`src/rtl/simd_mult_pkg.sv`:
```
// simd_mult_pkg
// Shared definitions for the SIMD multiplier scheduler: precision-mode encodings
// and per-lane product widths used by the lane multiplier and the top level.
package simd_mult_pkg;

    localparam int unsigned MODE_BITS = 2;

    localparam logic [MODE_BITS-1:0] MODE_INT8 = 2'b00;
    localparam logic [MODE_BITS-1:0] MODE_INT4 = 2'b01;
    localparam logic [MODE_BITS-1:0] MODE_INT2 = 2'b10;
    localparam logic [MODE_BITS-1:0] MODE_RSVD = 2'b11;

    // Product width per lane for each precision.
    localparam int unsigned LANE_W_INT2 = 4;
    localparam int unsigned LANE_W_INT4 = 8;
    localparam int unsigned LANE_W_INT8 = 16;

endpackage

```
`src/rtl/simd_mul8_lanes.sv`:
```
// simd_mul8_lanes
// Combinational 8-bit precision-configurable unsigned multiplier. All modes are
// assembled from the sixteen 2-bit x 2-bit partial products of a and b.
// Ports:
//   a, b      : 8-bit operands
//   mode      : 00=INT8, 01=2xINT4, 10=4xINT2, 11=reserved (computed as INT8)
//   out_data  : packed 16-bit product
//   err       : reserved mode requested
module simd_mul8_lanes
    import simd_mult_pkg::*;
(
    input  logic [7:0]           a,
    input  logic [7:0]           b,
    input  logic [MODE_BITS-1:0] mode,
    output logic [15:0]          out_data,
    output logic                 err
);

    // pp[i][j] = a digit i times b digit j (2-bit digits, 4-bit product)
    logic [LANE_W_INT2-1:0] pp [4][4];
    logic [LANE_W_INT8-1:0] p8;
    logic [LANE_W_INT4-1:0] p4 [2];

    always_comb begin
        for (int i = 0; i < 4; i++) begin
            for (int j = 0; j < 4; j++) begin
                pp[i][j] = {2'b00, a[2*i +: 2]} * {2'b00, b[2*j +: 2]};
            end
        end
    end

    // Full 8x8: digit (i, j) carries weight 4^(i+j).
    always_comb begin
        p8 = '0;
        for (int i = 0; i < 4; i++) begin
            for (int j = 0; j < 4; j++) begin
                p8 = p8 + (LANE_W_INT8'(pp[i][j]) << (2 * (i + j)));
            end
        end
    end

    // Each 4x4 lane k uses only the digits inside nibble k of both operands.
    always_comb begin
        for (int k = 0; k < 2; k++) begin
            p4[k] = '0;
            for (int i = 0; i < 2; i++) begin
                for (int j = 0; j < 2; j++) begin
                    p4[k] = p4[k] + (LANE_W_INT4'(pp[2*k+i][2*k+j]) << (2 * (i + j)));
                end
            end
        end
    end

    always_comb begin
        case (mode)
            MODE_INT4: out_data = {p4[1], p4[0]};
            MODE_INT2: out_data = {pp[3][3], pp[2][2], pp[1][1], pp[0][0]};
            default:   out_data = p8;
        endcase
        err = (mode == MODE_RSVD);
    end

endmodule

```
`src/rtl/simd_mult_scheduler.sv`:
```
// simd_mult_scheduler
// Shares one SIMD multiplier between two requesters. A round-robin arbiter picks
// a requester, stage S1 registers its operands, stage S2 registers the packed
// product; outputs come straight from S2 under valid/ready backpressure.
// Ports:
//   clk, rst                    : clock, async active-high reset
//   reqN_valid/ready/a/b/mode   : requester N operand handshake (N = 0, 1)
//   out_valid/ready             : product handshake
//   out_data/id/mode/err        : packed product, issuing requester, mode, reserved flag
//   busy                        : S1 or S2 holds a valid entry
module simd_mult_scheduler
    import simd_mult_pkg::*;
#(
    parameter int unsigned RESET_PRIO = 0,
    parameter int unsigned MODE_W     = 2
) (
    input  logic              clk,
    input  logic              rst,
    input  logic              req0_valid,
    output logic              req0_ready,
    input  logic [7:0]        req0_a,
    input  logic [7:0]        req0_b,
    input  logic [MODE_W-1:0] req0_mode,
    input  logic              req1_valid,
    output logic              req1_ready,
    input  logic [7:0]        req1_a,
    input  logic [7:0]        req1_b,
    input  logic [MODE_W-1:0] req1_mode,
    output logic              out_valid,
    input  logic              out_ready,
    output logic [15:0]       out_data,
    output logic              out_id,
    output logic [MODE_W-1:0] out_mode,
    output logic              out_err,
    output logic              busy
);

    // Arbiter state: requester of the most recent accepted transfer.
    logic last_grant;
    logic grant;
    logic accept;

    // Stage S1 (issue)
    logic              s1_valid;
    logic              s1_id;
    logic [7:0]        s1_a;
    logic [7:0]        s1_b;
    logic [MODE_W-1:0] s1_mode;

    logic s1_load;
    logic s2_load;
    logic s1_adv;

    logic [15:0] mul_data;
    logic        mul_err;

    always_comb begin
        // Contested: the one not granted last wins. Otherwise the lone valid one.
        if (req0_valid && req1_valid) begin
            grant = ~last_grant;
        end else begin
            grant = req1_valid;
        end

        s2_load = !out_valid || out_ready;
        s1_adv  = s1_valid && s2_load;
        s1_load = !s1_valid || s1_adv;
        accept  = (req0_valid || req1_valid) && s1_load && !rst;

        req0_ready = accept && !grant;
        req1_ready = accept && grant;
        busy       = s1_valid || out_valid;
    end

    always_ff @(posedge clk or posedge rst) begin
        if (rst) begin
            last_grant <= (RESET_PRIO == 0);
        end else if (accept) begin
            last_grant <= grant;
        end
    end

    always_ff @(posedge clk or posedge rst) begin
        if (rst) begin
            s1_valid <= 1'b0;
            s1_id    <= 1'b0;
            s1_a     <= '0;
            s1_b     <= '0;
            s1_mode  <= '0;
        end else if (s1_load) begin
            s1_valid <= accept;
            if (accept) begin
                s1_id   <= grant;
                s1_a    <= grant ? req1_a : req0_a;
                s1_b    <= grant ? req1_b : req0_b;
                s1_mode <= grant ? req1_mode : req0_mode;
            end
        end
    end

    simd_mul8_lanes u_lanes (
        .a        (s1_a),
        .b        (s1_b),
        .mode     (s1_mode),
        .out_data (mul_data),
        .err      (mul_err)
    );

    // Stage S2 (result); payload only changes when a valid entry moves in,
    // so it holds while the consumer stalls.
    always_ff @(posedge clk or posedge rst) begin
        if (rst) begin
            out_valid <= 1'b0;
            out_data  <= '0;
            out_id    <= 1'b0;
            out_mode  <= '0;
            out_err   <= 1'b0;
        end else if (s2_load) begin
            out_valid <= s1_valid;
            if (s1_valid) begin
                out_data <= mul_data;
                out_id   <= s1_id;
                out_mode <= s1_mode;
                out_err  <= mul_err;
            end
        end
    end

endmodule

```
`config.mk`:
```
export PLATFORM = sky130hd
export DESIGN_NAME = simd_mult_scheduler
export DESIGN_NICKNAME = d
export VERILOG_FILES = /design/src/rtl/simd_mult_pkg.sv /design/src/rtl/simd_mul8_lanes.sv /design/src/rtl/simd_mult_scheduler.sv
export SDC_FILE = /design/constraint.sdc
export NUM_CORES = 1
export LEC_CHECK = 0
export BUFFER_PORTS_ARGS = -buffer_cell sky130_fd_sc_hd__buf_2
export CORE_MARGIN = 5
export CORE_UTILIZATION = 50
export CTS_BUF_LIST = sky130_fd_sc_hd__clkbuf_4
export DETAILED_ROUTE_END_ITERATION = 6
export GPL_ROUTABILITY_DRIVEN = 0
export PLACE_DENSITY = 0.77
export SYNTH_ARGS = -nofsm -noshare
export SYNTH_HDL_FRONTEND = slang
export SYNTH_SLANG_ARGS = --single-unit
```
`constraint.sdc`:
```
create_clock -name clk -period 16 [get_ports clk]
set_input_delay 1.6 -clock clk [delete_from_list [all_inputs] [get_ports clk]]
set_output_delay 1.6 -clock clk [all_outputs]
set_load 0.1 [all_outputs]
```
Word level (Yosys, flattened, before mapping)
Cells that the tools add are included.

Bitwise gates (word level): 1. Reductions and logical operators: 16. Multiplexer cells: 5. Add/sub/neg operators: 21. $mul: 16. Eq/ne operators: 3.

Operator list (number): 16-bit by 10-bit adder with 16-bit output (4); 2-bit by 2-bit multiplier with 4-bit output (16); 16-bit by 12-bit adder with 16-bit output (3); 16-bit by 8-bit adder with 16-bit output (3); 16-bit by 14-bit adder with 16-bit output (2); 16-bit one-hot mux with 2 select lines (1); 4-bit by 6-bit adder with 7-bit output (3); 16-bit adder (1); 16-bit by 6-bit adder with 16-bit output (1); 7-bit by 6-bit adder with 8-bit output (2); 8-bit adder (2); 8-bit two-way mux (2); 1-bit logical AND (6); 2-bit == test, second input constant (2); 1-bit logical NOT (4); 1-bit logical OR (4); 2-bit AND reduction (2); 2-bit by 1-bit == test with 1-bit output, second input constant (1); 2-bit two-way mux (1); 1-bit two-way mux (1); 1-bit NOT (1).

Input bits: 41. Logic and storage cells: 73. Output and inout port bits: 24. Flip-flop bits (word level): 42.

Depth between registers and ports, before layout
Gate-level depths: netlist (run 1).

Word-level depth: 17. Gate-level depth with buffers: 22. Mapped depth without buffers: 22.

By module
From an unflattened synthesis (run 1), not the netlist that was laid out.

Cell total of the unflattened synthesis: 501. Area total of the unflattened synthesis: 5242.5 um^2.

Modules (own cells, without submodules): simd_mul8_lanes (sequential area each 0.0 um^2, cells an instance 383, times used 1, area each 3258.1 um^2); simd_mult_scheduler (sequential area each 1052.3 um^2, cells an instance 118, times used 1, area each 1984.4 um^2).

Least setup slack after synthesis (run 1)
OpenSTA, ideal clock, no wires.

Kind: register to register. From: register s1_a[0]. To: register out_data[12]. Library setup time: 82 ps. Stages on the path, launching flop included: 21. Clock period less this slack: 5010 ps. Slack: 10990 ps. Path buffers: 0. Arrival: 4928 ps. Data required time: 15918 ps. Cell sequence: dfrtp_1 -> and2_1 -> ha_1 -> ha_1 -> ha_1 -> inv_1 -> fa_1 -> xor2_1 -> fa_1 -> fa_1 -> fa_1 -> inv_1 -> ha_1 -> ha_1 -> inv_1 -> fa_1 -> nand2b_1 -> a21oi_1 -> o21ai_0 -> mux2_2 -> a31oi_1.

Longest elaborated chain between the ends: 17. Elaborated cells on any way between the ends: 20. Classes of those cells: add/sub (15); mul (4); mux (1).

RTL lines: from (decl) (RTL line simd_mult_scheduler.sv:46) `logic [7:0] s1_a;`; from (signal assigned) (RTL line simd_mult_scheduler.sv:94) `s1_a <= grant ? req1_a : req0_a;`; 2-bit by 2-bit multiplier with 4-bit output (RTL line simd_mul8_lanes.sv:27) `pp[i][j] = {2'b00, a[2*i +: 2]} * {2'b00, b[2*j +: 2]};`; 4-bit by 6-bit adder with 7-bit output (RTL line simd_mul8_lanes.sv:37) `p8 = p8 + (LANE_W_INT8'(pp[i][j]) << (2 * (i + j)));`; 16-bit by 8-bit adder with 16-bit output (RTL line simd_mul8_lanes.sv:37); 16-bit by 10-bit adder with 16-bit output (*) (RTL line simd_mul8_lanes.sv:37); 16-bit by 6-bit adder with 16-bit output (*) (RTL line simd_mul8_lanes.sv:37); 16-bit by 8-bit adder with 16-bit output (*) (RTL line simd_mul8_lanes.sv:37); 16-bit by 10-bit adder with 16-bit output (*) (RTL line simd_mul8_lanes.sv:37); 16-bit by 12-bit adder with 16-bit output (*) (RTL line simd_mul8_lanes.sv:37); 16-bit by 8-bit adder with 16-bit output (*) (RTL line simd_mul8_lanes.sv:37); 16-bit by 10-bit adder with 16-bit output (*) (RTL line simd_mul8_lanes.sv:37); 16-bit by 12-bit adder with 16-bit output (*) (RTL line simd_mul8_lanes.sv:37); 16-bit by 14-bit adder with 16-bit output (*) (RTL line simd_mul8_lanes.sv:37); 16-bit by 10-bit adder with 16-bit output (*) (RTL line simd_mul8_lanes.sv:37); 16-bit by 12-bit adder with 16-bit output (*) (RTL line simd_mul8_lanes.sv:37); 16-bit by 14-bit adder with 16-bit output (*) (RTL line simd_mul8_lanes.sv:37); 16-bit adder (*) (RTL line simd_mul8_lanes.sv:37); 16-bit one-hot mux with 2 select lines (*) (RTL line simd_mul8_lanes.sv:55) `case (mode)`; to (signal assigned) (RTL line simd_mult_scheduler.sv:121) `out_data <= mul_data;`; to (decl) (RTL line simd_mult_scheduler.sv:31) `output logic [15:0] out_data,`.

Every way passes the cells marked *; elsewhere a longest branch is shown, timed or not. A chain may end at the register's enable or synchronous reset.

Worst setup path in the final report (run 1)
From: register s1_b[0]. To: register out_data[12].

Longest elaborated chain between the ends: 17. Elaborated cells on any way between the ends: 20. Classes of those cells: add/sub (15); mul (4); mux (1).

RTL lines: from (decl) (RTL line simd_mult_scheduler.sv:47) `logic [7:0] s1_b;`; from (signal assigned) (RTL line simd_mult_scheduler.sv:95) `s1_b <= grant ? req1_b : req0_b;`; 2-bit by 2-bit multiplier with 4-bit output (RTL line simd_mul8_lanes.sv:27); 4-bit by 6-bit adder with 7-bit output (RTL line simd_mul8_lanes.sv:37); 16-bit by 8-bit adder with 16-bit output (RTL line simd_mul8_lanes.sv:37); 16-bit by 10-bit adder with 16-bit output (RTL line simd_mul8_lanes.sv:37); 16-bit by 6-bit adder with 16-bit output (RTL line simd_mul8_lanes.sv:37); 16-bit by 8-bit adder with 16-bit output (RTL line simd_mul8_lanes.sv:37); 16-bit by 10-bit adder with 16-bit output (RTL line simd_mul8_lanes.sv:37); 16-bit by 12-bit adder with 16-bit output (RTL line simd_mul8_lanes.sv:37); 16-bit by 8-bit adder with 16-bit output (RTL line simd_mul8_lanes.sv:37); 16-bit by 10-bit adder with 16-bit output (RTL line simd_mul8_lanes.sv:37); 16-bit by 12-bit adder with 16-bit output (RTL line simd_mul8_lanes.sv:37); 16-bit by 14-bit adder with 16-bit output (RTL line simd_mul8_lanes.sv:37); 16-bit by 10-bit adder with 16-bit output (*) (RTL line simd_mul8_lanes.sv:37); 16-bit by 12-bit adder with 16-bit output (*) (RTL line simd_mul8_lanes.sv:37); 16-bit by 14-bit adder with 16-bit output (*) (RTL line simd_mul8_lanes.sv:37); 16-bit adder (*) (RTL line simd_mul8_lanes.sv:37); 16-bit one-hot mux with 2 select lines (*) (RTL line simd_mul8_lanes.sv:55).

Marks and branches as above.

==> results of run 1 <==
==> Yosys cell counts, drive strengths merged, types with 2 or more instances <==
cell type,count
a211oi,2
a21o,6
a21oi,16
a221o,3
a222oi,18
a22oi,3
a311oi,2
a31oi,4
a32oi,2
and2,55
and3,3
buf,6
clkbuf,13
dfrtp,41
fa,46
ha,74
inv,98
nand2,39
nand2b,4
nand3,6
nand3b,2
nor2,11
nor2b,2
nor3,5
o21a,2
o21ai,22
or3,4
xnor2,5
xor2,4
==> worst paths after layout <==
kind | from | to | slack (ns) | cells past startpoint
max | s1_b[0]$_DFFE_PP0P_ | out_data[12]$_DFFE_PP0P_ | 10.61 | 20
min | s1_id$_DFFE_PP0P_ | s1_id$_DFFE_PP0P_ | 0.50 | 1
min in group asynchronous | rst | out_valid$_DFFE_PP0P_ | 1.32 | 3
max reg2reg | s1_b[0]$_DFFE_PP0P_ | out_data[12]$_DFFE_PP0P_ | 10.61 | 20
max in group asynchronous | rst | last_grant$_DFFE_PP1P_ | 14.28 | 3
min reg2reg | s1_id$_DFFE_PP0P_ | s1_id$_DFFE_PP0P_ | 0.50 | 1
==> through the flow <==
step	utilization [%]	instance area (sq um)
floorplan	-	4830
global placement	56.2	5240
detailed placement	56.2	5240
CTS	56.9	5310
global route	56.9	5310
finish	56.9	5310
==> power by group through the flow <==
stage / Sequential, mW / Clock, mW / Combinational (mW)
6_report: 0.172 / 0.0624 / 0.606
5_1_grt: 0.177 / 0.0686 / 0.680
4_1_cts: 0.172 / 0.0641 / 0.610
3_5_place_dp: 0.173 / 0 / 0.606
3_3_place_gp: 0.171 / 0 / 0.588
2_1_floorplan: 0.300 / 0 / 0.353
==> cells in the final DEF (no fill, tap or decap), types with 3 or more instances in the layout <==
| cell | netlist | final |
|---|---|---|
| sky130_fd_sc_hd__xnor2_1 | 5 | 5 |
| sky130_fd_sc_hd__nand2_1 | 39 | 39 |
| sky130_fd_sc_hd__or3_1 | 4 | 4 |
| sky130_fd_sc_hd__a21o_1 | 6 | 6 |
| sky130_fd_sc_hd__nor2_1 | 11 | 11 |
| sky130_fd_sc_hd__a21oi_1 | 16 | 16 |
| sky130_fd_sc_hd__and3_1 | 3 | 3 |
| sky130_fd_sc_hd__nand2b_1 | 4 | 4 |
| sky130_fd_sc_hd__nand3_1 | 6 | 6 |
| sky130_fd_sc_hd__a22oi_1 | 3 | 3 |
| sky130_fd_sc_hd__a31oi_1 | 4 | 4 |
| sky130_fd_sc_hd__o21ai_0 | 22 | 21 |
| sky130_fd_sc_hd__buf_2 | 4 | 64 |
| sky130_fd_sc_hd__a221o_1 | 3 | 3 |
| sky130_fd_sc_hd__clkbuf_4 | 0 | 5 |
| sky130_fd_sc_hd__ha_1 | 74 | 74 |
| sky130_fd_sc_hd__fa_1 | 46 | 46 |
| sky130_fd_sc_hd__buf_4 | 0 | 3 |
| sky130_fd_sc_hd__and2_1 | 55 | 55 |
| sky130_fd_sc_hd__a222oi_1 | 18 | 18 |
| sky130_fd_sc_hd__xor2_1 | 4 | 4 |
| sky130_fd_sc_hd__inv_1 | 98 | 97 |
| sky130_fd_sc_hd__nor3_1 | 5 | 5 |
| sky130_fd_sc_hd__dfrtp_1 | 41 | 41 |
==> flip-flops by register name, indices dropped and copies added, names as in the netlist <==
| register | cells |
|---|---|
| out_data | 16 |
| s1_a | 8 |
| s1_b | 8 |
| out_mode | 2 |
| s1_mode | 2 |
| last_grant | 1 |
| out_err | 1 |
| out_id | 1 |
| out_valid | 1 |
| s1_id | 1 |
| s1_valid | 1 |
==> critical path, stage by stage, from the launching register on <==
cell                       delay [ns]
sky130_fd_sc_hd__dfrtp_1         0.51
sky130_fd_sc_hd__and2_1          0.19
sky130_fd_sc_hd__ha_1            0.17
sky130_fd_sc_hd__ha_1            0.32
sky130_fd_sc_hd__ha_1            0.17
sky130_fd_sc_hd__inv_1           0.05
sky130_fd_sc_hd__fa_1            0.39
sky130_fd_sc_hd__xor2_1          0.19
sky130_fd_sc_hd__fa_1            0.45
sky130_fd_sc_hd__fa_1            0.43
sky130_fd_sc_hd__fa_1            0.52
sky130_fd_sc_hd__inv_1           0.04
sky130_fd_sc_hd__ha_1            0.27
sky130_fd_sc_hd__ha_1            0.16
sky130_fd_sc_hd__inv_1           0.05
sky130_fd_sc_hd__fa_1            0.39
sky130_fd_sc_hd__nand2b_1        0.18
sky130_fd_sc_hd__a21oi_1         0.25
sky130_fd_sc_hd__o21ai_0         0.14
sky130_fd_sc_hd__mux2_2          0.28
sky130_fd_sc_hd__a31oi_1         0.15
==> area by class of cell <==
| type | count | area share, % |
|---|---|---|
| multi-input cells | 356 | 62.5 |
| flip-flops and latches | 42 | 19.8 |
| inverters | 98 | 6.93 |
| repair buffers | 67 | 6.46 |
| well taps | 129 | 3.04 |
| clock buffers | 5 | 0.708 |
| clock inverters | 3 | 0.472 |
==> kinds of logic after synthesis <==
family | share of synthesized area [%]
AOI/OAI and AO/OA | 13.7
muxes | 0.233
xor gates and xnor gates | 1.63
buffers and inverters | 9.51
DFF | 21.8
adders and majority gates | 38.2
and+or+nand+nor | 14.9
==> metal layers <==
| metal | GRT usage (%) | vias to the layer above | wire length, microns |
|---|---|---|---|
| met5 | 0 | - | 0 |
| met4 | 5.59 | 0 | 216 |
| met3 | 3.70 | 22 | 593 |
| met1 | 28.4 | 1980 | 5150 |
| li1 | - | 1828 | - |
| met2 | 36.1 | 118 | 5820 |
==> flow_metrics.tcl, run 1 <==
set metrics [dict create \
    outcome "finished, final reports clean" \
    cts_hold_buf 0 \
    cellLeakagePower_nw 3.00 \
    tns_ns 0 \
    type_of_the_worst_setup_path "reg2reg" \
    antenna_cells_inserted 0 \
    worst-path-max-fanout 9 \
    clock_insertion_delay_worst_skew_ns 0.39 \
    total_power_uw 841 \
    ys_ff_latch 42 \
    cts-buffers-inserted 5 \
    vert_die_dim_microns 108 \
    core_ar_sq_mm 0.00933 \
    postSynthCellCount 515 \
    grt_setup_unrepaired "false" \
    start_kind "register" \
    synth_flop_cell "sky130_fd_sc_hd__dfrtp_1" \
    netlist.top_cell.by_area "sky130_fd_sc_hd__dfrtp_1" \
    p_int_uw 356 \
    number_of_failing_setup_endpoints_in_the_final_timing_report 0 \
    yosysWarnings 0 \
    maximum_resistive_drop_on_vdd_v 0.0000965 \
    detailedRoute.firstIterationViolations 290 \
    number_of_antenna_violations_at_the_first_check_in_global_routing 0 \
    fin_ws_ns 10.61 \
    die-area_sq_mm 0.0117 \
    cts_sinks 42 \
    netlist_area_sq_mm 0.00483 \
    flow.area_growth_from_synthesis_pct 9.84 \
    synthDistinctLibCells 48 \
    hp-class "reg2reg" \
    cts_tree "yes" \
    proportion_of_layout_cells_with_a_drive_suffix_above_1_pct 14.4 \
    synth-edff-count 0 \
    pre_cts_slack_ns 10.62 \
    power_density_mw_per_mm2 159 \
    skew_ns 0.0140 \
    power.share.combinational_pct 72.1 \
    drc 0 \
    area_share_of_the_leading_cell_type_in_the_synthesized_netlist_pct 21.2 \
    seq_area_sq_mm 0.00105 \
    remaining_max_slew_budget_at_the_tightest_pin_pct 25.4 \
    seqPwrFrac_pct 20.5 \
    wl_microns 11800 \
    detail-route-antenna-nets 0 \
    worstMarginPinSlew_ns 1.12 \
    fp.dieW_microns 108 \
    detailedRoute.firstPassIterationCount 7 \
    power_frac_clock_pct 7.4 \
    net_switching_power_uw 485 \
    number_of_cells_in_the_design_after_placement 692 \
    worst_hold_check_slack_ns 0.497 \
    critPathRequiredTime_ns 16.33 \
    ios 65 \
    synthesis.nets 676 \
    grt.total_usage_pct 21.3 \
    area_taken_by_multi_input_logic_gates_sq_mm 0.00332 \
    grt_pass1_wl_microns 19900 \
    syn-mean-instance-area_sq_um 9.38 \
    clk_transition_reported_paths_ns 0.16 \
    asyncSetResetFlopFracSynth_pct 100 \
    dr_total_vias 3948 \
    htree_levels 2 \
    critPathCaptureType "register" \
    layout.filler_cells 793 \
    via_per_inst 5.64 \
    design.final.nets 731 \
    std_cell_rows 35 \
    layoutNonFillerInstCount 700 \
    postCtsResizedCells 0 \
    ys_top_cells_by_area "sky130_fd_sc_hd__dfrtp_1, sky130_fd_sc_hd__ha_1, sky130_fd_sc_hd__fa_1" \
    initial_core_util_pct 51.8 \
    post-dp-hpwl_microns 9350 \
    root_buffer_cell "sky130_fd_sc_hd__clkbuf_4" \
    post_drt_wl_per_cell_microns 16.8 \
    gr-total-overflow 0 \
    number_of_global_route_vias_before_repair 4169 \
    maximum_capacitance_violations 0 \
    grt_max_degree 43 \
    slew_viol_final 0 \
    clock.fmax_ghz 0.186 \
    worst-endpoint-arrival_ns 5.72 \
    fin_crit_sh_pct 33.7 \
    switching_share_of_total_power_pct 57.6 \
    synth_sequential_area_ratio_pct 21.8 \
    hold_violations 0 \
    max-clock-path-buffers 2 \
    period_needed_ns 5.39 \
    post_cts_buffers 0 \
    numPortBuffers 64 \
]
Power figures use the tool's default switching activity.
==> run 2: changes to the inputs <==
==> constraint.sdc (replaced) <==
create_clock -name clk -period 5.2 [get_ports clk]
set_input_delay 0.52 -clock clk [delete_from_list [all_inputs] [get_ports clk]]
set_output_delay 0.52 -clock clk [all_outputs]
set_load 0.1 [all_outputs]
==> run 2 against run 1 <==
Effect of this change:
- maximum frequency up 7.8%
- final area up 2.6%
- setup slack worse by 10 ns
- wire length up 1.6%
- hold slack worse by 0.23 ns
- count of clock-buffer cells in the layout unchanged
- sequential power rose to 2.9 times the previous value
- register-to-register slack worse by 10 ns
- global-route usage about the same
- core utilization up 1.5 points
- clock power rose to 3.0 times the previous value
- critical path type unchanged
- the flow now finishes with violations (DRC)
- critical endpoint is now out_data[13]$_DFFE_PP0P_
- die area unchanged
==> flow_metrics.tcl, run 2 (synthesized netlist as in run 1, its figures left out) <==
set metrics [dict create \
    antenna_cells_inserted 0 \
    gr-total-overflow 0 \
    cp_slowest_cell "sky130_fd_sc_hd__fa_1" \
    detail-route-antenna-nets 0 \
    cts_sinks 42 \
    critical_path_depth 18 \
    hold_violations 0 \
    initial_core_util_pct 51.8 \
    worstReg2RegStart "s1_a[0]$_DFFE_PP0P_" \
    net_switching_power_mw 1.52 \
    top_regs "out_data x16, s1_a x8, s1_b x8" \
    hp-class "in2async" \
    period_needed_ns 5.00 \
    maximum_capacitance_violations 0 \
    power.share.combinational_pct 73.9 \
    cellLeakagePower_nw 3.07 \
    proportion_of_layout_cells_with_a_drive_suffix_above_1_pct 17.7 \
    grt_pass1_wl_microns 19700 \
    power_density_mw_per_mm2 488 \
    via_per_inst 5.58 \
    dr_total_vias 3969 \
    post_cts_buffers 0 \
    std_cell_rows 35 \
    grt.total_usage_pct 21.3 \
    violations "DRC" \
    remaining_max_slew_budget_at_the_tightest_pin_pct 22.6 \
    final_common_cell "sky130_fd_sc_hd__inv_1" \
    worst_hold_check_slack_ns 0.262 \
    outcome "complete, but fails checks" \
    postLayoutCellArea_sq_mm 0.00544 \
    design.final.nets 742 \
    max-clock-path-buffers 2 \
    clock_insertion_delay_worst_skew_ns 0.39 \
    skew_ns 0.0131 \
    critPathRequiredTime_ns 5.52 \
    power_frac_clock_pct 7.1 \
    worstPathBufferInverterCount 2 \
    layout.filler_cells 830 \
    number_of_antenna_violations_at_the_first_check_in_global_routing 0 \
    r2r_cells 18 \
    largest_register_ffs 16 \
    type_of_the_worst_setup_path "reg2reg" \
    cts_hold_buf 0 \
    seqPwrFrac_pct 19.0 \
    mostFrequentLayoutCells "sky130_fd_sc_hd__inv_1, sky130_fd_sc_hd__ha_1, sky130_fd_sc_hd__buf_2, sky130_fd_sc_hd__and2_1" \
    wl_microns 12000 \
    finish.utilization_pct 58.3 \
    switching_share_of_total_power_pct 57.5 \
    clk_transition_reported_paths_ns 0.16 \
    top_register "out_data" \
    maximum_resistive_drop_on_vdd_v 0.000252 \
    numPortBuffers 64 \
    critPathCaptureType "register" \
    number_of_failing_setup_endpoints_in_the_final_timing_report 0 \
    worst-endpoint-arrival_ns 5.32 \
    grt_max_degree 43 \
    worstMarginPinSlew_ns 1.16 \
    vert_die_dim_microns 108 \
    htree_levels 2 \
    detailedRoute.firstPassIterationCount 7 \
    post-dp-hpwl_microns 9500 \
    cts-buffers-inserted 5 \
    slew_viol_final 0 \
    post_drt_wl_per_cell_microns 16.8 \
    root_buffer_cell "sky130_fd_sc_hd__clkbuf_4" \
    fin_crit_sh_pct 96.1 \
    worst-path-max-fanout 4 \
    drc 2 \
    cts_tree "yes" \
    critical-path-top-delay-family "adder cells" \
    fp.dieW_microns 108 \
    reg2reg_to "out_data[13]$_DFFE_PP0P_" \
    die-area_sq_mm 0.0117 \
    grt_setup_unrepaired "false" \
    post_dp_cell_area_sq_mm 0.00533 \
    core_ar_sq_mm 0.00933 \
    critPathCapture "out_data[13]$_DFFE_PP0P_" \
    crit_path_cell_trace "and2_1, ha_1, ha_2, ha_1, inv_1, fa_2, xor2_2, fa_2, fa_2, fa_1, inv_1, fa_1, ha_1, a21o_1, and4_4, o21ba_2, or3_1, nand3_1" \
    launching_element_of_the_worst_setup_path "s1_a[0]$_DFFE_PP0P_" \
    max_stage_delay_ns 0.44 \
    p_int_mw 1.13 \
    start_kind "register" \
    timing.reg2reg.setup_slack_ns 0.20 \
    flow.area_growth_from_synthesis_pct 12.7 \
    ios 65 \
    clock.fmax_ghz 0.200 \
    detailedRoute.firstIterationViolations 245 \
    number_of_global_route_vias_before_repair 4127 \
]
-- run 2: cell types whose count changed in the layout (fill, tap and decap cells not counted), moves of 2 or more --
cell / change
sky130_fd_sc_hd__fa_2: +5
sky130_fd_sc_hd__fa_1: -5
sky130_fd_sc_hd__ha_1: -2
sky130_fd_sc_hd__buf_4: +11
-- run 2: repair_timing --
action	in CTS	in global routing
pin swaps	1	3
gates cloned	0	0
setup endpoints to repair	1	5
hold endpoints to repair	0	0
gates resized for setup	2	10
-- run 2: final cells by class --
| type | instances | area, sq um | area share, % |
|---|---|---|---|
| Clock buffer | 5 | 37.5 | 0.690 |
| Multi-Input combinational cell | 356 | 3370 | 62.0 |
| Inverter | 98 | 368 | 6.76 |
| Sequential cell | 42 | 1050 | 19.3 |
| Tap cell | 129 | 161 | 2.97 |
| Timing Repair Buffer | 78 | 425 | 7.82 |
| Clock inverter | 3 | 25.0 | 0.460 |
-- run 2: worst min path at each step --
stage / startpoint / end / cells after the start
detailed placement: out_data[0]$_DFFE_PP0P_ / out_data[0]$_DFFE_PP0P_ / 2
global route: rst / s1_mode[0]$_DFFE_PP0P_ / 3
floorplan: s1_id$_DFFE_PP0P_ / out_id$_DFFE_PP0P_ / 2
CTS: rst / s1_a[7]$_DFFE_PP0P_ / 3
finish: rst / s1_b[4]$_DFFE_PP0P_ / 3
global placement: out_data[0]$_DFFE_PP0P_ / out_data[0]$_DFFE_PP0P_ / 2
-- run 2: layer usage --
layer | track usage (%) | vias up | share of wire, %
li1 | - | 1850 | -
met1 | 30.0 | 1986 | 45
met2 | 35.2 | 119 | 48
met3 | 2.87 | 14 | 5.3
met4 | 4.87 | 0 | 1.1
met5 | 0 | - | 0
-- run 2: power groups by stage --
stage                     clock [mW]  combinational [mW]  sequential (mW)
after floorplan                    0                1.09            0.922
final                          0.188                1.96            0.504
after detailed placement           0                1.92            0.509
after CTS                      0.190                1.95            0.504
after global routing           0.205                2.21            0.518
after global placement             0                1.86            0.505
-- run 2: metrics by stage --
stage          instances  power, mW  setup slack (ns)  TNS [ns]
2_1_floorplan        515       2.01             0.190         0
3_3_place_gp         703       2.37            0.0785         0
3_5_place_dp         703       2.43           -0.0442   -0.0442
4_1_cts              711       2.64           0.00611         0
5_1_grt              711       2.93           0.00764         0
6_report             711       2.65             0.203         0
-- run 2: tightest hold or removal path: stages --
cell and delay, ns:
sky130_fd_sc_hd__buf_2 0.11, sky130_fd_sc_hd__clkinv_1 0.04, sky130_fd_sc_hd__buf_4 0.46
